==> src/rtl/mii_frame_generator.sv <==
// MII TX frame generator: emits start/preamble/SFD/payload/terminate frames
// with a programmable inter-packet gap, payload mode and frame count.
//
// state   | meaning
// S_IDLE  | all-idle words; starts a frame when enabled and the run is not done
// S_FRAME | emitting frame words; offs_q is the stream byte index of the next word
// S_IPG   | emitting full idle words after a terminate word
module mii_frame_generator #(
  parameter int DATA_WIDTH = 64,
  parameter int CTRL_WIDTH = DATA_WIDTH / 8
) (
  input  logic                  clk,
  input  logic                  i_rst_n,
  input  logic                  i_enable,
  input  logic [1:0]            i_mode,
  input  logic [7:0]            i_pattern,
  input  logic [15:0]           i_payload_len,
  input  logic [7:0]            i_ipg_words,
  input  logic [15:0]           i_frame_count,
  output logic [DATA_WIDTH-1:0] o_tx_data,
  output logic [CTRL_WIDTH-1:0] o_tx_ctrl,
  output logic                  o_busy,
  output logic                  o_done,
  output logic [31:0]           o_frames_sent
);

  typedef enum logic [1:0] {S_IDLE, S_FRAME, S_IPG} state_t;

  localparam int NB = CTRL_WIDTH;
  localparam int OW = 20;
  localparam logic [DATA_WIDTH-1:0] IDLE_WORD = {CTRL_WIDTH{8'h07}};

  state_t          state;
  logic [OW-1:0]   offs_q;
  logic [16:0]     len_q;
  logic [1:0]      mode_q;
  logic [7:0]      pat_q;
  logic [7:0]      ipg_q;
  logic [7:0]      ipg_cnt;
  logic [6:0]      prbs_q;
  logic [31:0]     run_q;

  logic            go;
  logic            fresh;
  logic [16:0]     eff_len;
  logic [1:0]      eff_mode;
  logic [7:0]      eff_pat;
  logic [7:0]      eff_ipg;
  logic [OW-1:0]   base;
  logic [OW-1:0]   term_pos;
  logic [OW-1:0]   pos;
  logic [6:0]      prbs_s;
  logic            fb;
  logic [7:0]      lane_byte;
  logic            lane_ctrl;
  logic [DATA_WIDTH-1:0] word_data;
  logic [CTRL_WIDTH-1:0] word_ctrl;
  logic            has_term;
  logic [31:0]     run_next;
  logic            reached;
  logic            cont;

  // A word with offs_q == 0 in S_FRAME is a start word of a back-to-back or
  // post-gap frame, so it takes live settings exactly like a start from S_IDLE.
  always_comb begin
    go        = (state == S_IDLE) && i_enable && !o_done;
    fresh     = go || ((state == S_FRAME) && (offs_q == '0));
    eff_len   = fresh ? ((i_payload_len == 16'd0) ? 17'd1 : {1'b0, i_payload_len}) : len_q;
    eff_mode  = fresh ? i_mode : mode_q;
    eff_pat   = fresh ? i_pattern : pat_q;
    eff_ipg   = fresh ? i_ipg_words : ipg_q;
    base      = fresh ? '0 : offs_q;
    term_pos  = OW'(eff_len) + OW'(8);
    prbs_s    = fresh ? 7'h7F : prbs_q;
    pos       = '0;
    fb        = 1'b0;
    lane_byte = 8'h07;
    lane_ctrl = 1'b1;
    word_data = IDLE_WORD;
    word_ctrl = '1;
    for (int i = 0; i < NB; i++) begin
      pos       = base + OW'(i);
      lane_byte = 8'h07;
      lane_ctrl = 1'b1;
      if (pos == '0) begin
        lane_byte = 8'hFB;
      end else if (pos < OW'(7)) begin
        lane_byte = 8'h55;
        lane_ctrl = 1'b0;
      end else if (pos == OW'(7)) begin
        lane_byte = 8'hD5;
        lane_ctrl = 1'b0;
      end else if (pos < term_pos) begin
        lane_ctrl = 1'b0;
        case (eff_mode)
          2'd0: lane_byte = pos[7:0] - 8'd8;
          2'd1: lane_byte = eff_pat;
          2'd2: begin
            for (int b = 0; b < 8; b++) begin
              fb           = prbs_s[6] ^ prbs_s[5];
              lane_byte[b] = fb;
              prbs_s       = {prbs_s[5:0], fb};
            end
          end
          default: lane_byte = o_frames_sent[7:0];
        endcase
      end else if (pos == term_pos) begin
        lane_byte = 8'hFD;
      end
      word_data[8*i +: 8] = lane_byte;
      word_ctrl[i]        = lane_ctrl;
    end
    has_term = (base + OW'(NB)) > term_pos;
    run_next = run_q + 32'd1;
    reached  = (i_frame_count != 16'd0) && (run_next >= {16'd0, i_frame_count});
    cont     = i_enable && !reached;
  end

  always_ff @(posedge clk or negedge i_rst_n) begin
    if (!i_rst_n) begin
      state         <= S_IDLE;
      offs_q        <= '0;
      len_q         <= 17'd1;
      mode_q        <= 2'd0;
      pat_q         <= 8'd0;
      ipg_q         <= 8'd0;
      ipg_cnt       <= 8'd0;
      prbs_q        <= 7'h7F;
      run_q         <= 32'd0;
      o_tx_data     <= IDLE_WORD;
      o_tx_ctrl     <= '1;
      o_busy        <= 1'b0;
      o_done        <= 1'b0;
      o_frames_sent <= 32'd0;
    end else begin
      case (state)
        S_IDLE, S_FRAME: begin
          if (go || (state == S_FRAME)) begin
            o_tx_data <= word_data;
            o_tx_ctrl <= word_ctrl;
            o_busy    <= 1'b1;
            if (fresh) begin
              len_q  <= eff_len;
              mode_q <= eff_mode;
              pat_q  <= eff_pat;
              ipg_q  <= eff_ipg;
            end
            if (has_term) begin
              o_frames_sent <= o_frames_sent + 32'd1;
              run_q         <= run_next;
              offs_q        <= '0;
              if (reached) o_done <= 1'b1;
              if (eff_ipg != 8'd0) begin
                state   <= S_IPG;
                ipg_cnt <= eff_ipg;
              end else if (cont) begin
                state <= S_FRAME;
              end else begin
                state <= S_IDLE;
              end
            end else begin
              state  <= S_FRAME;
              offs_q <= base + OW'(NB);
              prbs_q <= prbs_s;
            end
          end else begin
            o_tx_data <= IDLE_WORD;
            o_tx_ctrl <= '1;
            o_busy    <= 1'b0;
            // Dropping enable while idle ends the run and re-arms the counter.
            if (!i_enable) begin
              o_done <= 1'b0;
              run_q  <= 32'd0;
            end
          end
        end
        S_IPG: begin
          o_tx_data <= IDLE_WORD;
          o_tx_ctrl <= '1;
          o_busy    <= 1'b1;
          ipg_cnt   <= ipg_cnt - 8'd1;
          if (ipg_cnt == 8'd1) begin
            state <= (i_enable && !o_done) ? S_FRAME : S_IDLE;
          end
        end
        default: state <= S_IDLE;
      endcase
    end
  end

endmodule

==> config.mk <==
export PLATFORM = sky130hd
export DESIGN_NAME = mii_frame_generator
export DESIGN_NICKNAME = d
export VERILOG_FILES = /design/src/rtl/mii_frame_generator.sv
export SDC_FILE = /design/constraint.sdc
export NUM_CORES = 1
export LEC_CHECK = 0
export CORE_ASPECT_RATIO = 1.1
export CORE_UTILIZATION = 50
export CTS_CLUSTER_DIAMETER = 80
export DETAILED_ROUTE_END_ITERATION = 8
export PLACE_DENSITY = 0.7
export RECOVER_POWER = 25
export REMOVE_ABC_BUFFERS = 1
export SYNTH_ARGS = -nofsm -noshare
export SYNTH_HDL_FRONTEND = slang
export SYNTH_SLANG_ARGS = --single-unit
==> constraint.sdc <==
create_clock -name clk -period 19.08 [get_ports clk]
set_clock_uncertainty 0.15 [all_clocks]
set_input_delay 3.816 -clock clk [delete_from_list [all_inputs] [get_ports clk]]
set_output_delay 3.816 -clock clk [all_outputs]
set_load 0.1 [all_outputs]
==> results_dict.tcl, run 1 <==
set metrics [dict create \
    synth_top_area_share 0.1916 \
    yosys.area_share.simple 0.2565 \
    synth_top_cell_by_area "dfrtp_1" \
    final_antenna_net_count 0 \
    totalNegativeSetupSlack_ns 0 \
    cp.arrival_ns 14.63 \
    groute.usage.overall 0.4198 \
    grt_pass1_wl_mm 144.9 \
    finalNetCount 3199 \
    criticalPathCategory "in2reg" \
    violated_checks "capacitance limit, slew limit" \
    ys_top_cells_by_area "dfrtp_1 (19%), ha_1 (10%), xnor2_1 (7.5%)" \
    drive_above_1_share 0.07026 \
    yosys.area_share.xor_xnor 0.1142 \
    clk_path_buf_depth 3 \
    chipWidth_um 202.9 \
    avgSynthCellArea_um2 7.691 \
    drt_pre_antenna_iters 7 \
    floorplan.core_area_um2 43540 \
    final_core_util 0.5791 \
    crit-reg2reg-launch "offs_q[2]$_DFFE_PN0P_" \
    wl_met3_mm 10.26 \
    htreeDepth 1 \
    clock_insertion_delay_worst_skew_ns 0.59 \
    routedLengthMet1_mm 37.39 \
    grt_antenna_before_repair 1 \
    wl_per_cell_um 27.05 \
    met2RoutedLength_mm 41.71 \
    finalWeightedCongestion 1.078 \
    worst_hold_startpoint "len_q[2]$_DFFE_PN0P_" \
    cp_num_buf_inv 1 \
    max_slew_margin -2.474 \
    detail_route.vias_per_cell 6.777 \
    fmax_mhz 70.02 \
    finalWirelength_mm 96.40 \
    finalHoldViolCount 0 \
    critPathLaunchType "input pin" \
    critical_path.endpoint_type "register" \
    tritoncts.num_buffers 27 \
    num_rows 80 \
    critPathRequiredTime_ns 19.43 \
    clock-sinks 210 \
    compound_gate_fraction_of_synth_area 0.2182 \
    ys_ff_latch 210 \
    synth_cell_type_count 109 \
    outcome "complete, but fails checks" \
    cts_resized 0 \
    area_growth_syn_to_layout_pct 13.58 \
    ys.warnings.count 0 \
    post_synth_mux_area_share 0.02029 \
    drt_iter0_drc 2951 \
    ys_seq_area_frac 0.2389 \
    cp_max_fo 37 \
    max_stage_delay_ns 0.90 \
    grt_pass1_vias 23220 \
    postSynthCellCount 2887 \
    starting_utilization_of_the_core_area 0.5099 \
    detailroute.via_count 24160 \
    cpLargestDelayFamily "simple AND/OR/NAND/NOR gates" \
    yosysMostFrequentCell "nand2_1" \
    drv_slew 219 \
    finalCriticalPeriod_ns 14.28 \
    mappedNetlistArea_um2 22200 \
    ys.flop_type "dfrtp_1" \
    drv_cap 4 \
    rsz_0062_raised_after_global_routing "no" \
    synthTopCellsByCount "nand2_1 (350), nor2_1 (284), xnor2_1 (189), o21ai_0 (186), ha_1 (178)" \
    async_flop_share 1.000 \
    tritoncts "done" \
    overflow_left_after_global_routing 0 \
    portBuffers 158 \
    dp_hpwl_mm 71.95 \
    cts-hold-fix-buffers 0 \
    max_slew.worst_pin.slew_ns 5.211 \
    cts.repair_timing.setup_buffer_count 0 \
    worst_setup_path_startpoint "i_enable" \
    crit_slowest_cell "nand4_1" \
    synth_fa_ha_area_frac 0.1048 \
    maximum_number_of_pins_on_one_net_before_global_route_repair 96 \
    synth_top_family_by_area "simple AND/OR/NAND/NOR gates" \
    clkTransAtPathRegs_ns 0.07 \
    post-route-period-util 0.7485 \
    final_worst_setup_slack_ns 4.799 \
    route.detailed.drc 0 \
    root_buffer "clkbuf_16" \
    top_signal_layer_used "met4" \
    synth_enable_flop_cells 0 \
    die_height_um 223.0 \
    hp-class "reg2reg" \
    design.portCount 159 \
    setup_viol 0 \
    die_area_um2 45250 \
    setup_ws_pre_cts_ns 4.847 \
]
==> routing by layer <==
metal / global-route usage / vias to the layer above
li1: - / 10610
met1: 0.5404 / 11550
met2: 0.6424 / 1585
met3: 0.08852 / 413
met4: 0.2576 / 0
met5: 0 / -
==> cell usage in the layout (no fill, tap or decap), types with 18 or more instances in the layout <==
| cell type | count |
|---|---|
| nand2_1 | 350 |
| nor2_1 | 280 |
| xnor2_1 | 186 |
| o21ai_0 | 186 |
| ha_1 | 178 |
| dfrtp_1 | 170 |
| a21oi_1 | 156 |
| clkdlybuf4s50_1 | 156 |
| nand3_1 | 107 |
| inv_1 | 96 |
| xor2_1 | 93 |
| nor3_1 | 87 |
| nand4_1 | 71 |
| a21o_1 | 52 |
| buf_4 | 49 |
| and3_1 | 48 |
| nor4_1 | 42 |
| a31oi_1 | 40 |
| dfstp_2 | 40 |
| mux2i_1 | 37 |
| o211ai_1 | 33 |
| a211oi_1 | 32 |
| nor2b_1 | 28 |
| clkbuf_16 | 27 |
| o31ai_1 | 23 |
| or3_1 | 22 |
| nand2b_1 | 21 |
| and2_1 | 21 |
| or2_2 | 18 |
| o21a_1 | 18 |
==> kinds of logic (layout without fill, tap and decap cells) <==
logic type,after synthesis,count (layout)
AO/OA/AOI/OAI,732,732
XOR/XNOR,287,287
adder cells (fa/ha/maj),188,188
buffers and inverters,257,359
flip-flops,210,210
multiplexers,43,43
other,0,1
AND/OR/NAND/NOR,1170,1170
==> registers in the layout (all words and copies together), names as in the netlist <==
register,count
ipg_cnt,8
ipg_q,8
len_q,17
mode_q,2
o_busy,1
o_done,1
o_frames_sent,32
o_tx_ctrl,8
o_tx_data,64
offs_q,20
pat_q,8
prbs_q,7
run_q,32
state,2
==> tightest hold or removal path, cell delays in order (launching register included) <==
cell     delay, ns
dfrtp_1       0.32
nand2_1       0.05
nand2_1       0.07
==> area by class of cell <==
cell class	instances	area [um2]
clock buffer	37	753.2
multi-input combinational	2420	15960
inverter	100	375.4
tap	574	718.2
timing repair buffer	209	1951
sequential	210	5305
fill	4108	18330
clock inverter	13	152.6
antenna	1	2.502
==> stage by stage <==
stage,area (um2),std cells,hold slack [ns]
2_1_floorplan,21530,2730,0.2841
3_3_place_gp,24330,3513,0.3016
3_5_place_dp,24330,3513,0.3030
4_1_cts,25230,3563,0.3254
5_1_grt,25210,3563,0.3543
6_report,25220,3564,0.3272
==> final timing paths <==
check                                                 to  slack [ns]  depth (start not counted)
max                            o_tx_data[53]$_DFFE_PN0P_        4.80                         26
min                                 len_q[2]$_DFFE_PN0P_        0.33                          2
max reg2reg                    o_tx_data[53]$_DFFE_PN0P_        6.97                         27
min reg2reg                         len_q[2]$_DFFE_PN0P_        0.33                          2
max in group asynchronous      o_tx_data[19]$_DFFE_PN0P_        8.83                          2
min in group asynchronous  o_frames_sent[21]$_DFFE_PN0P_        4.98                          1
Power of run 1 is not shown: default switching activity piles up to over one toggle a cycle in this logic, so the estimate is an artifact.
==> inputs of run 2 (changes only) <==
==> constraint.sdc (replaced) <==
create_clock -name clk -period 14.35 [get_ports clk]
set_clock_uncertainty 0.15 [all_clocks]
set_input_delay 2.87 -clock clk [delete_from_list [all_inputs] [get_ports clk]]
set_output_delay 2.87 -clock clk [all_outputs]
set_load 0.1 [all_outputs]
==> run 2 against run 1 <==
The run still ends with capacitance limit, slew limit left. Sequential cell count is the same. Final cell count increased by 0.22%. Wire length down 1.1%. Via count down 0.40%. Die area is the same. First-iteration DRC count rose by 2.5%. Register-to-register slack got worse by 4.1 ns. Worst hold slack improved by 0.00087 ns. Sequential share of layout area barely moved. Cell area is 0.17% higher. Core utilization grew 0.10 points. Worst setup slack lost 3.4 ns.
==> results_dict.tcl, run 2 (synthesis gave the netlist of run 1 again) <==
set metrics [dict create \
    registers.top_by_ff_count "o_tx_data" \
    filler_cell_count 4113 \
    setup_ws_pre_cts_ns 1.345 \
    grt_pass1_vias 22670 \
    finalHoldViolCount 0 \
    totalNegativeSetupSlack_ns 0 \
    final_antenna_net_count 0 \
    clock_insertion_delay_worst_skew_ns 0.61 \
    chipWidth_um 202.9 \
    grt_antenna_before_repair 2 \
    outcome "complete, but fails checks" \
    final_worst_setup_slack_ns 1.428 \
    detail_route.vias_per_cell 6.735 \
    overflow_left_after_global_routing 0 \
    critical_path.endpoint_type "register" \
    criticalPathCategory "in2reg" \
    num_rows 80 \
    violated_checks "capacitance limit, slew limit" \
    drt_iter0_drc 3025 \
    portBuffers 158 \
    cts_resized 0 \
    drt_pre_antenna_iters 9 \
    final-seq-area_um2 5305 \
    hp-class "reg2reg" \
    cp_num_buf_inv 1 \
    area_growth_syn_to_layout_pct 13.77 \
    groute.usage.overall 0.4129 \
    clk_path_buf_depth 3 \
    fmax_mhz 77.39 \
    reg2reg_to "o_tx_data[57]$_DFFE_PN1P_" \
    rsz_0062_raised_after_global_routing "no" \
    detailroute.via_count 24060 \
    cp.arrival_ns 13.28 \
    dp_hpwl_mm 72.15 \
    reg2regPathDepth 31 \
    largest_register_ff_count 64 \
    cp_max_fo 15 \
    cts.repair_timing.setup_buffer_count 0 \
    finalNetCount 3207 \
    crit_top_cell "nand2_1" \
    timing.hold.worst_endpoint "o_tx_data[36]$_DFFE_PN0P_" \
    finalWeightedCongestion 1.046 \
    max_slew.worst_pin.slew_ns 6.395 \
    layout_common_cells "nand2_1 (350), nor2_1 (280), xnor2_1 (186), o21ai_0 (186), ha_1 (178)" \
    starting_utilization_of_the_core_area 0.5099 \
    finalWirelength_mm 95.35 \
    drv_slew 159 \
    rrSetupSlack_ns 2.87 \
    max_stage_delay_ns 0.88 \
    route.detailed.drc 0 \
    crit_slowest_cell "or4b_2" \
    crit-reg2reg-launch "offs_q[3]$_DFFE_PN0P_" \
    wl_per_cell_um 26.69 \
    multi_input_area_um2 15960 \
    critPathRequiredTime_ns 14.71 \
    post-route-period-util 0.9005 \
    max_slew_margin -3.264 \
    critPathLaunchType "input pin" \
    drive_above_1_share 0.07274 \
    clkTransAtPathRegs_ns 0.06 \
    htreeDepth 1 \
    design.portCount 159 \
    tritoncts.num_buffers 27 \
    cpLargestDelayFamily "simple AND/OR/NAND/NOR gates" \
    largest_registers "o_tx_data: 64 flops, o_frames_sent: 32 flops, run_q: 32 flops" \
    grt_pass1_wl_mm 142.2 \
    setup_viol 0 \
    tritoncts "done" \
    maximum_number_of_pins_on_one_net_before_global_route_repair 114 \
    worst_hold_startpoint "o_tx_data[36]$_DFFE_PN0P_" \
    floorplan.core_area_um2 43540 \
    die_area_um2 45250 \
    drv_cap 2 \
    layout.cells.most_common "nand2_1" \
    clock-sinks 210 \
    cts-hold-fix-buffers 0 \
    finalCriticalPeriod_ns 12.92 \
    die_height_um 223.0 \
    worstHoldPathCells 1 \
    root_buffer "clkbuf_16" \
]
[run 2: changes by cell type in the layout (fill, tap and decap cells not counted), sizes merged]
cell      previous run  this run
clkbuf              40        41
buf                 49        58
inv                 99       102
clkinvlp             2         0
clkinv              10         8
bufinv               2         1
[run 2: worst max-delay path by stage]
stage          startpoint                        end  slack [ns]  cells after the start
6_report         i_enable  o_tx_data[57]$_DFFE_PN1P_        1.43                     30
5_1_grt          i_enable  o_tx_data[57]$_DFFE_PN1P_        1.20                     30
4_1_cts          i_enable  o_tx_data[57]$_DFFE_PN1P_        1.93                     30
3_5_place_dp     i_enable  o_tx_data[57]$_DFFE_PN1P_        1.34                     30
3_3_place_gp     i_enable  o_tx_data[57]$_DFFE_PN1P_        1.61                     31
2_1_floorplan    i_enable  o_tx_data[63]$_DFFE_PN0P_        1.73                     28
[run 2: area by class of cell]
| type | instances | area share |
|---|---|---|
| antenna | 1 | 0.00009906 |
| clock buffer | 39 | 0.03051 |
| clock inverter | 11 | 0.004606 |
| inverter | 100 | 0.01486 |
| multi-input combinational | 2420 | 0.6317 |
| sequential | 210 | 0.2100 |
| tap | 574 | 0.02843 |
| timing repair buffer | 217 | 0.07975 |
[run 2: per-stage QoR]
step / instance area (um2) / util / hold slack (ns) / cells
5_1_grt: 25260 / 0.5801 / 0.3478 / 3571
6_report: 25260 / 0.5801 / 0.3280 / 3572
3_5_place_dp: 24390 / 0.5601 / 0.3204 / 3521
2_1_floorplan: 21530 / - / 0.2841 / 2730
3_3_place_gp: 24390 / 0.5601 / 0.3002 / 3521
4_1_cts: 25270 / 0.5804 / 0.3326 / 3571
[run 2: metal layers]
| layer | vias to the layer above | share of wire | global-route usage |
|---|---|---|---|
| met1 | 11420 | 0.39 | 0.5340 |
| met2 | 1585 | 0.43 | 0.6265 |
| met3 | 435 | 0.10 | 0.07975 |
| met4 | 2 | 0.079 | 0.2707 |
| li1 | 10610 | - | - |
| met5 | - | 0.00014 | 0 |
Power of run 2 is left out for the same reason.
